File: config.mk
export PLATFORM = sky130hd
export DESIGN_NAME = sync_fifo_ext
export DESIGN_NICKNAME = d
export VERILOG_FILES = /design/src/rtl/sync_fifo_ext.sv
export SDC_FILE = /design/constraint.sdc
export NUM_CORES = 1
export LEC_CHECK = 0
export CELL_PAD_IN_SITES_DETAIL_PLACEMENT = 0
export CELL_PAD_IN_SITES_GLOBAL_PLACEMENT = 1
export CORE_ASPECT_RATIO = 1.1
export CORE_UTILIZATION = 40
export DETAILED_ROUTE_END_ITERATION = 8
export GPL_TIMING_DRIVEN = 1
export PLACE_DENSITY = 0.73
export SYNTH_ARGS = -nofsm -noshare
export SYNTH_HDL_FRONTEND = slang
export SYNTH_SLANG_ARGS = --single-unit
File: constraint.sdc
create_clock -name clk -period 4.8 [get_ports clk]
set_input_delay 0.96 -clock clk [delete_from_list [all_inputs] [get_ports clk]]
set_output_delay 0.96 -clock clk [all_outputs]
set_load 0.02 [all_outputs]
File: src/rtl/sync_fifo_ext.sv
// Single-clock FIFO, any depth, programmable thresholds,
// occupancy count, sticky error flags, FWFT or registered read.
module sync_fifo_ext #(
   parameter int DATA_WIDTH = 32,
   parameter int DEPTH      = 16,
   parameter int LOG2DEPTH  = 4,
   parameter bit FWFT       = 1'b1
) (
   input  logic                  clk,
   input  logic                  reset_n,
   input  logic                  i_flush,
   input  logic                  i_clear_err,
   input  logic [DATA_WIDTH-1:0] i_data,
   input  logic                  i_write_enable,
   input  logic [LOG2DEPTH:0]    i_almost_full_th,
   input  logic [LOG2DEPTH:0]    i_almost_empty_th,
   input  logic                  i_read_enable,
   output logic [DATA_WIDTH-1:0] o_data,
   output logic                  o_valid,
   output logic                  o_full,
   output logic                  o_almost_full,
   output logic                  o_empty,
   output logic                  o_almost_empty,
   output logic [LOG2DEPTH:0]    o_count,
   output logic                  o_overflow,
   output logic                  o_underflow
);

   localparam int CW = LOG2DEPTH + 1;
   localparam logic [LOG2DEPTH-1:0] LAST  = LOG2DEPTH'(DEPTH - 1);
   localparam logic [CW-1:0]        FULLC = CW'(DEPTH);

   logic [DATA_WIDTH-1:0] mem_q [DEPTH];
   logic [LOG2DEPTH-1:0]  rd_ptr_q, rd_ptr_d;
   logic [LOG2DEPTH-1:0]  wr_ptr_q, wr_ptr_d;
   logic [CW-1:0]         count_q, count_d;
   logic                  ovf_q, ovf_d;
   logic                  unf_q, unf_d;
   logic                  empty, full, deq, enq;

   assign empty = (count_q == '0);
   assign full  = (count_q == FULLC);
   // Flush masks both events so nothing moves in a flush cycle.
   assign deq = i_read_enable & ~empty & ~i_flush;
   assign enq = i_write_enable & (~full | deq) & ~i_flush;

   assign o_empty        = empty;
   assign o_full         = full;
   assign o_count        = count_q;
   assign o_almost_full  = (count_q >= i_almost_full_th);
   assign o_almost_empty = (count_q <= i_almost_empty_th);
   assign o_overflow     = ovf_q;
   assign o_underflow    = unf_q;

   // Next-state for pointers, occupancy and error flags.
   always_comb begin
      rd_ptr_d = rd_ptr_q;
      wr_ptr_d = wr_ptr_q;
      count_d  = count_q;
      ovf_d    = ovf_q;
      unf_d    = unf_q;
      if (i_flush) begin
         rd_ptr_d = '0;
         wr_ptr_d = '0;
         count_d  = '0;
         ovf_d    = 1'b0;
         unf_d    = 1'b0;
      end else begin
         if (deq)
            rd_ptr_d = (rd_ptr_q == LAST) ? '0 : rd_ptr_q + LOG2DEPTH'(1);
         if (enq)
            wr_ptr_d = (wr_ptr_q == LAST) ? '0 : wr_ptr_q + LOG2DEPTH'(1);
         unique case ({enq, deq})
            2'b10:   count_d = count_q + CW'(1);
            2'b01:   count_d = count_q - CW'(1);
            default: count_d = count_q;
         endcase
         if (i_clear_err) begin
            ovf_d = 1'b0;
            unf_d = 1'b0;
         end else begin
            if (i_write_enable & full & ~deq) ovf_d = 1'b1;
            if (i_read_enable & empty)        unf_d = 1'b1;
         end
      end
   end

   // Control state registers.
   always_ff @(posedge clk or negedge reset_n) begin
      if (!reset_n) begin
         rd_ptr_q <= '0;
         wr_ptr_q <= '0;
         count_q  <= '0;
         ovf_q    <= 1'b0;
         unf_q    <= 1'b0;
      end else begin
         rd_ptr_q <= rd_ptr_d;
         wr_ptr_q <= wr_ptr_d;
         count_q  <= count_d;
         ovf_q    <= ovf_d;
         unf_q    <= unf_d;
      end
   end

   // Storage write; contents are not reset.
   always_ff @(posedge clk) begin
      if (enq) mem_q[wr_ptr_q] <= i_data;
   end

   if (FWFT) begin : g_fwft
      assign o_data  = empty ? '0 : mem_q[rd_ptr_q];
      assign o_valid = ~empty;
   end else begin : g_reg
      logic [DATA_WIDTH-1:0] data_q;
      logic                  valid_q;

      // Registered read: one-cycle valid pulse, data held otherwise.
      always_ff @(posedge clk or negedge reset_n) begin
         if (!reset_n) begin
            data_q  <= '0;
            valid_q <= 1'b0;
         end else if (i_flush) begin
            data_q  <= '0;
            valid_q <= 1'b0;
         end else begin
            valid_q <= deq;
            if (deq) data_q <= mem_q[rd_ptr_q];
         end
      end

      assign o_data  = data_q;
      assign o_valid = valid_q;
   end

endmodule

Yosys cells after proc, flatten, opt, wreduce, memory -nomap -nowiden:

Memory sizes are Yosys's and may differ from the RTL's.
Index checks and enable logic that the tools add are counted.

* order comparisons: 2
* bitwise logic cells: 12
* add/sub/neg operators: 4
* multiplexer cells: 17
* equality and inequality tests: 5
* reduce and logical (&&, ||, !) cells: 6

Operators by type and width (number)
* 2-to-1 mux 32 bit: 1
* 2-to-1 mux 4 bit: 6
* case mux 5 bit (2 select lines): 1
* nonzero test 3 bit: 3
* adder 4 x 1 -> 4 bit (second input constant): 2
* == test 4 bit (second input constant): 2
* 2-to-1 mux 1 bit: 8
* AND 1 bit: 7
* adder 5 x 1 -> 5 bit (second input constant): 1
* == test 5 bit (second input constant): 1
* greater-or-equal comparator 5 bit: 1
* <= comparator 5 bit: 1
* logical NOT 5 bit: 1
* 2-to-1 mux 5 bit: 1
* subtractor 5 x 1 -> 5 bit (second input constant): 1
* inverter 1 bit: 4
* nonzero test 2 bit: 2
* == test 2 x 1 -> 1 bit (second input constant): 1
* == test 2 bit (second input constant): 1
* OR 1 bit: 1

* input port bits: 48
* logic and storage cells: 52
* memory bits (writable): 512
* register bits: 15
* memories: 1
* output and inout bits: 44

Memory list
* mem_q: depth 16, bits a word 32, rd ports 1, clocked after memory_dff 0, write ports 1, line 33 `logic [DATA_WIDTH-1:0] mem_q [DEPTH];`

Longest topological paths before layout:

* word-level depth: 10
* gate-level depth with buffers: 11
* gate-level depth less buffers: 9

Least setup slack after synthesis:

No wires, ideal clock.

* kind: input-to-reg
* from: input port i_read_enable
* to: memory mem_q[3][0], enable pin
* data required time: 4.339 ns
* stages on the path: 5
* library setup time: 0.461 ns
* slack: 0.603 ns
* arrival: 3.736 ns
* buffers on the path: 1
* cell sequence: buf_4 -> o31ai_2 -> nor2_1 -> nand2_1 -> nor3_1

* word-level cells in the longest chain between the ends: 7

RTL lines
* start, declared: line 17 `input logic i_read_enable,`
* AND 1 bit (2 in series): line 44 `assign deq = i_read_enable & ~empty & ~i_flush;`
* OR 1 bit: line 45 `assign enq = i_write_enable & (~full | deq) & ~i_flush;`
* AND 1 bit (2 in series): line 45
* 2-to-1 mux 1 bit: line 107 `if (enq) mem_q[wr_ptr_q] <= i_data;`
* 2-to-1 mux 1 bit (implied by the code): line 107
* end, declared: line 33

Every way passes these cells.

Worst setup path after layout:

* from: register rd_ptr_q[0]
* to: output port o_data[13]

* word-level cells in the longest chain between the ends: 2

RTL lines
* start, declared: line 34 `logic [LOG2DEPTH-1:0] rd_ptr_q, rd_ptr_d;`
* start signal, assigned: line 97 `rd_ptr_q <= rd_ptr_d;`
* memory read (16 x 32 bit)
* 2-to-1 mux 32 bit: line 111 `assign o_data = empty ? '0 : mem_q[rd_ptr_q];`
* end, declared: line 18 `output logic [DATA_WIDTH-1:0] o_data,`

Every way passes these cells.

==> summary.txt <==
Status
  – Outcome: completed

Yosys
  – Post-synth top area share: 74.1%
  – Post-synth EDFFs: just over 500
  – Syn avg cell area: 22.7 um^2
  – Main synth FF type: edfxtp_1
  – Synth Instances: 914
  – Yosys top cell by area: edfxtp_1
  – Yosys warnings: 0
  – Post-synthesis sequential area ratio: 75.9%
  – FFs w/ async S/R, synth: between 2 and 3%
  – Syn_nets: roughly 980
  – Synth area leaders: edfxtp_1 (74%), mux4_2 (17%), dfrtp_1 (1.8%), and2_1 (1.0%), ha_1 (1.0%)
  – FF+latch count, synth: 527
  – Unique masters post-synth: 41
  – Mapped Area: 20,700 um^2

Setup path
  – WP data arrival: 3.61 ns
  – Reg2reg setup slack: 1.78 ns
  – Crit-path max FO: 36
  – Buf+Inv Stages, Crit Path: 2
  – Startpoint types: register
  – R2R Path End: mem_q[8][20]
  – Reg2reg start: o_count[1]
  – CP max stage cell: dfrtp_4
  – Max incr delay on CP: 0.81 ns
  – Cell class contributing the biggest share of worst-path delay: multiplexers
  – Register-to-Register Path Depth: 6
  – Most frequent CP cell: mux4_2
  – Worst setup path category: register to output pin
  – CP Cell Sequence: buf_12 -> mux4_2 -> mux4_2 -> and2_1 -> clkdlybuf4s50_1
  – CP Capture Type: output pin
  – CP required: 3.84 ns

Global route
  – First-pass GRT wire length: 65,700 um
  – Pin count of the biggest net entering global routing: 52
  – Grt ovf: 0
  – GR Util All Layers: 17.2%
  – Vias in the first global route: ~9,900
  – Initial antenna violation count: 1

CTS
  – Clock root buffer: clkbuf_16
  – Clock transition at path regs: 0.07 ns
  – H-tree levels: 2
  – # Post-CTS Setup Buffers: 0
  – Worst-Skew Late Latency: 0.57 ns
  – Clk sink count: 527
  – Clk buf depth: 3
  – Cts bufs inserted: 50
  – Post-CTS Resized: 0
  – TritonCTS clock tree: built
  – Hold buffers post-CTS: 0

Die
  – Initial Utilization: 40.5%
  – Core area: 51,300 um^2
  – Total Die Area: 52,800 um^2
  – Ports: 92
  – Die width: ~220 um
  – Die height: 241 um
  – Cell Rows: 87

Timing
  – Layout Skew: approximately 0.023 ns
  – Max-slew violations: 0
  – Fmax: 219 MHz
  – Unrepaired setup endpoints after global routing: no
  – Worst-margin pin slew: just over 0.8 ns
  – Hold Violations, Final: 0
  – Min Tclk post-route: approximately 4.6 ns
  – Setup TNS: 0 ns
  – Worst slew margin: 45.9%
  – Fin crit share: between 90% and 100%
  – Final-report setup violation count: 0

Placement
  – Placed Area: approximately 23,000 um^2
  – IO Port Bufs: just over 90
  – GPL Wtd Cong: 0.744
  – Post-DP HPWL: 23,700 um

Detailed routing
  – Routed WL: 44,300 um
  – Drt drc: 0
  – Via count: around 9,700
  – Detailed-route wire length per cell: roughly 25 um
  – Vias per cell: 5.55
  – TritonRoute pass-1 iters: 5
  – Post-DRT Antenna Nets: 0
  – DRT iter0 DRCs: 959

Hold path
  – Hold WC Path Type: register to register
  – Worst Min Path Start: o_underflow
  – Hold Crit Depth: 2
  – Hold Path Sink: o_underflow

Power and ir drop
  – Worst ir drop on vdd: 0.229 mV
  – Power Dens Cells: 475 nW/um^2
  – Lkg Pwr: 7.51 nW

Job
  – MaxCap Viol Count: 0

Layout
  – Fill count: 4,100
  – Layout cell share with drive strength beyond 1: 26.1%
  – Area Growth Syn to Fin: 17.5%
  – Diode count: 0
  – Area of the multi-input gates: 4800 um^2
  – Final Cell Area: 24,400 um^2
  – Sequential Area: 15,800 um^2
  – Fin nets: about 1,100
-- tightest hold or removal path, cell delays in order (launching register included) --
cell and delay [ns]:
dfrtp_1 0.35, a21oi_1 0.05, nor3_1 0.12
-- kinds of logic after synthesis --
| family | share of synthesized area [%] |
|---|---|
| buffers and inverters | 1.50 |
| adder cells (fa/ha/maj) | 1.03 |
| AO/OA/AOI/OAI | 1.15 |
| flip-flops | 75.9 |
| multiplexers | 17.6 |
| XOR/XNOR | 0.211 |
| AND/OR/NAND/NOR | 2.66 |
-- how the worst max path moves through the flow --
| stage | start | to | cells past startpoint |
|---|---|---|---|
| after floorplan | i_read_enable | mem_q[3][0] | 5 |
| after global placement | i_almost_empty_th[1] | o_almost_empty | 9 |
| after detailed placement | i_almost_empty_th[1] | o_almost_empty | 9 |
| after CTS | rd_ptr_q[0] | o_data[13] | 5 |
| after global routing | rd_ptr_q[0] | o_data[13] | 5 |
| final | rd_ptr_q[0] | o_data[13] | 5 |
-- sequential cells by signal, indices dropped and copies added (netlist names) --
name	count
o_overflow	1
rd_ptr_q	4
o_count	5
mem_q	512
wr_ptr_q	4
o_underflow	1
-- through the flow --
stage	utilization [%]	total power [mW]	std cells	setup WS [ns]	hold slack [ns]
4_1_cts	47.6	11.7	1750	0.172	0.573
2_1_floorplan	-	7.03	914	0.603	0.542
3_5_place_dp	44.5	7.97	1658	0.683	0.559
3_3_place_gp	44.5	7.96	1658	0.728	0.537
6_report	47.6	11.6	1750	0.228	0.564
5_1_grt	47.6	12.0	1750	0.0594	0.590
-- Yosys cell counts (3+ instances only) --
master and number:
nand3_1 4, a21o_1 4, o21ai_0 4, a21oi_1 10, ha_1 17, mux4_2 160, nand2b_1 3, or3_1 3
and2_1 34, nor2b_1 4, buf_6 9, clkbuf_1 25, edfxtp_1 512, nand2_1 19, xor2_1 3, nor3_1 7
inv_1 14, buf_1 8, dfrtp_1 15, mux2i_1 4, nor2_1 24, buf_2 5, o21a_1 3
-- report_power, final --
| group | internal, mW | switching (mW) |
|---|---|---|
| registers | 5.10 | 0.128 |
| logic | 1.35 | 1.24 |
| clock network | 2.17 | 1.59 |
| total | 8.63 | 2.96 |
-- layout make-up --
type / instances / share of cell area, %
well taps: 667 / 3.42
inverters: 14 / 0.216
clock buffers: 68 / 5.67
multi-input cells: 325 / 19.7
repair buffers: 125 / 5.60
flip-flops and latches: 527 / 64.6
clock inverters: 24 / 0.754
-- placed cells by master (no fill, tap or decap), drive strengths merged, types with 6 or more instances in the layout --
cell type	synthesis	layout
nor3	7	7
nand2	19	19
a21oi	11	11
clkinv	0	20
clkbuf	25	68
mux4	160	160
and2	34	34
clkdlybuf4s50	0	91
inv	14	14
nor2	24	24
edfxtp	512	512
buf	23	34
ha	17	17
o21ai	6	6
dfrtp	15	15
-- routing by layer --
layer | vias up | wire, um | global-route usage (%)
li1 | 4099 | - | -
met1 | 5206 | 18800 | 24.6
met2 | 355 | 21700 | 27.9
met3 | 57 | 3100 | 2.90
met4 | 2 | 651 | 3.85
met5 | - | 11 | 0
Note: power is estimated with default switching activity, not from simulation.
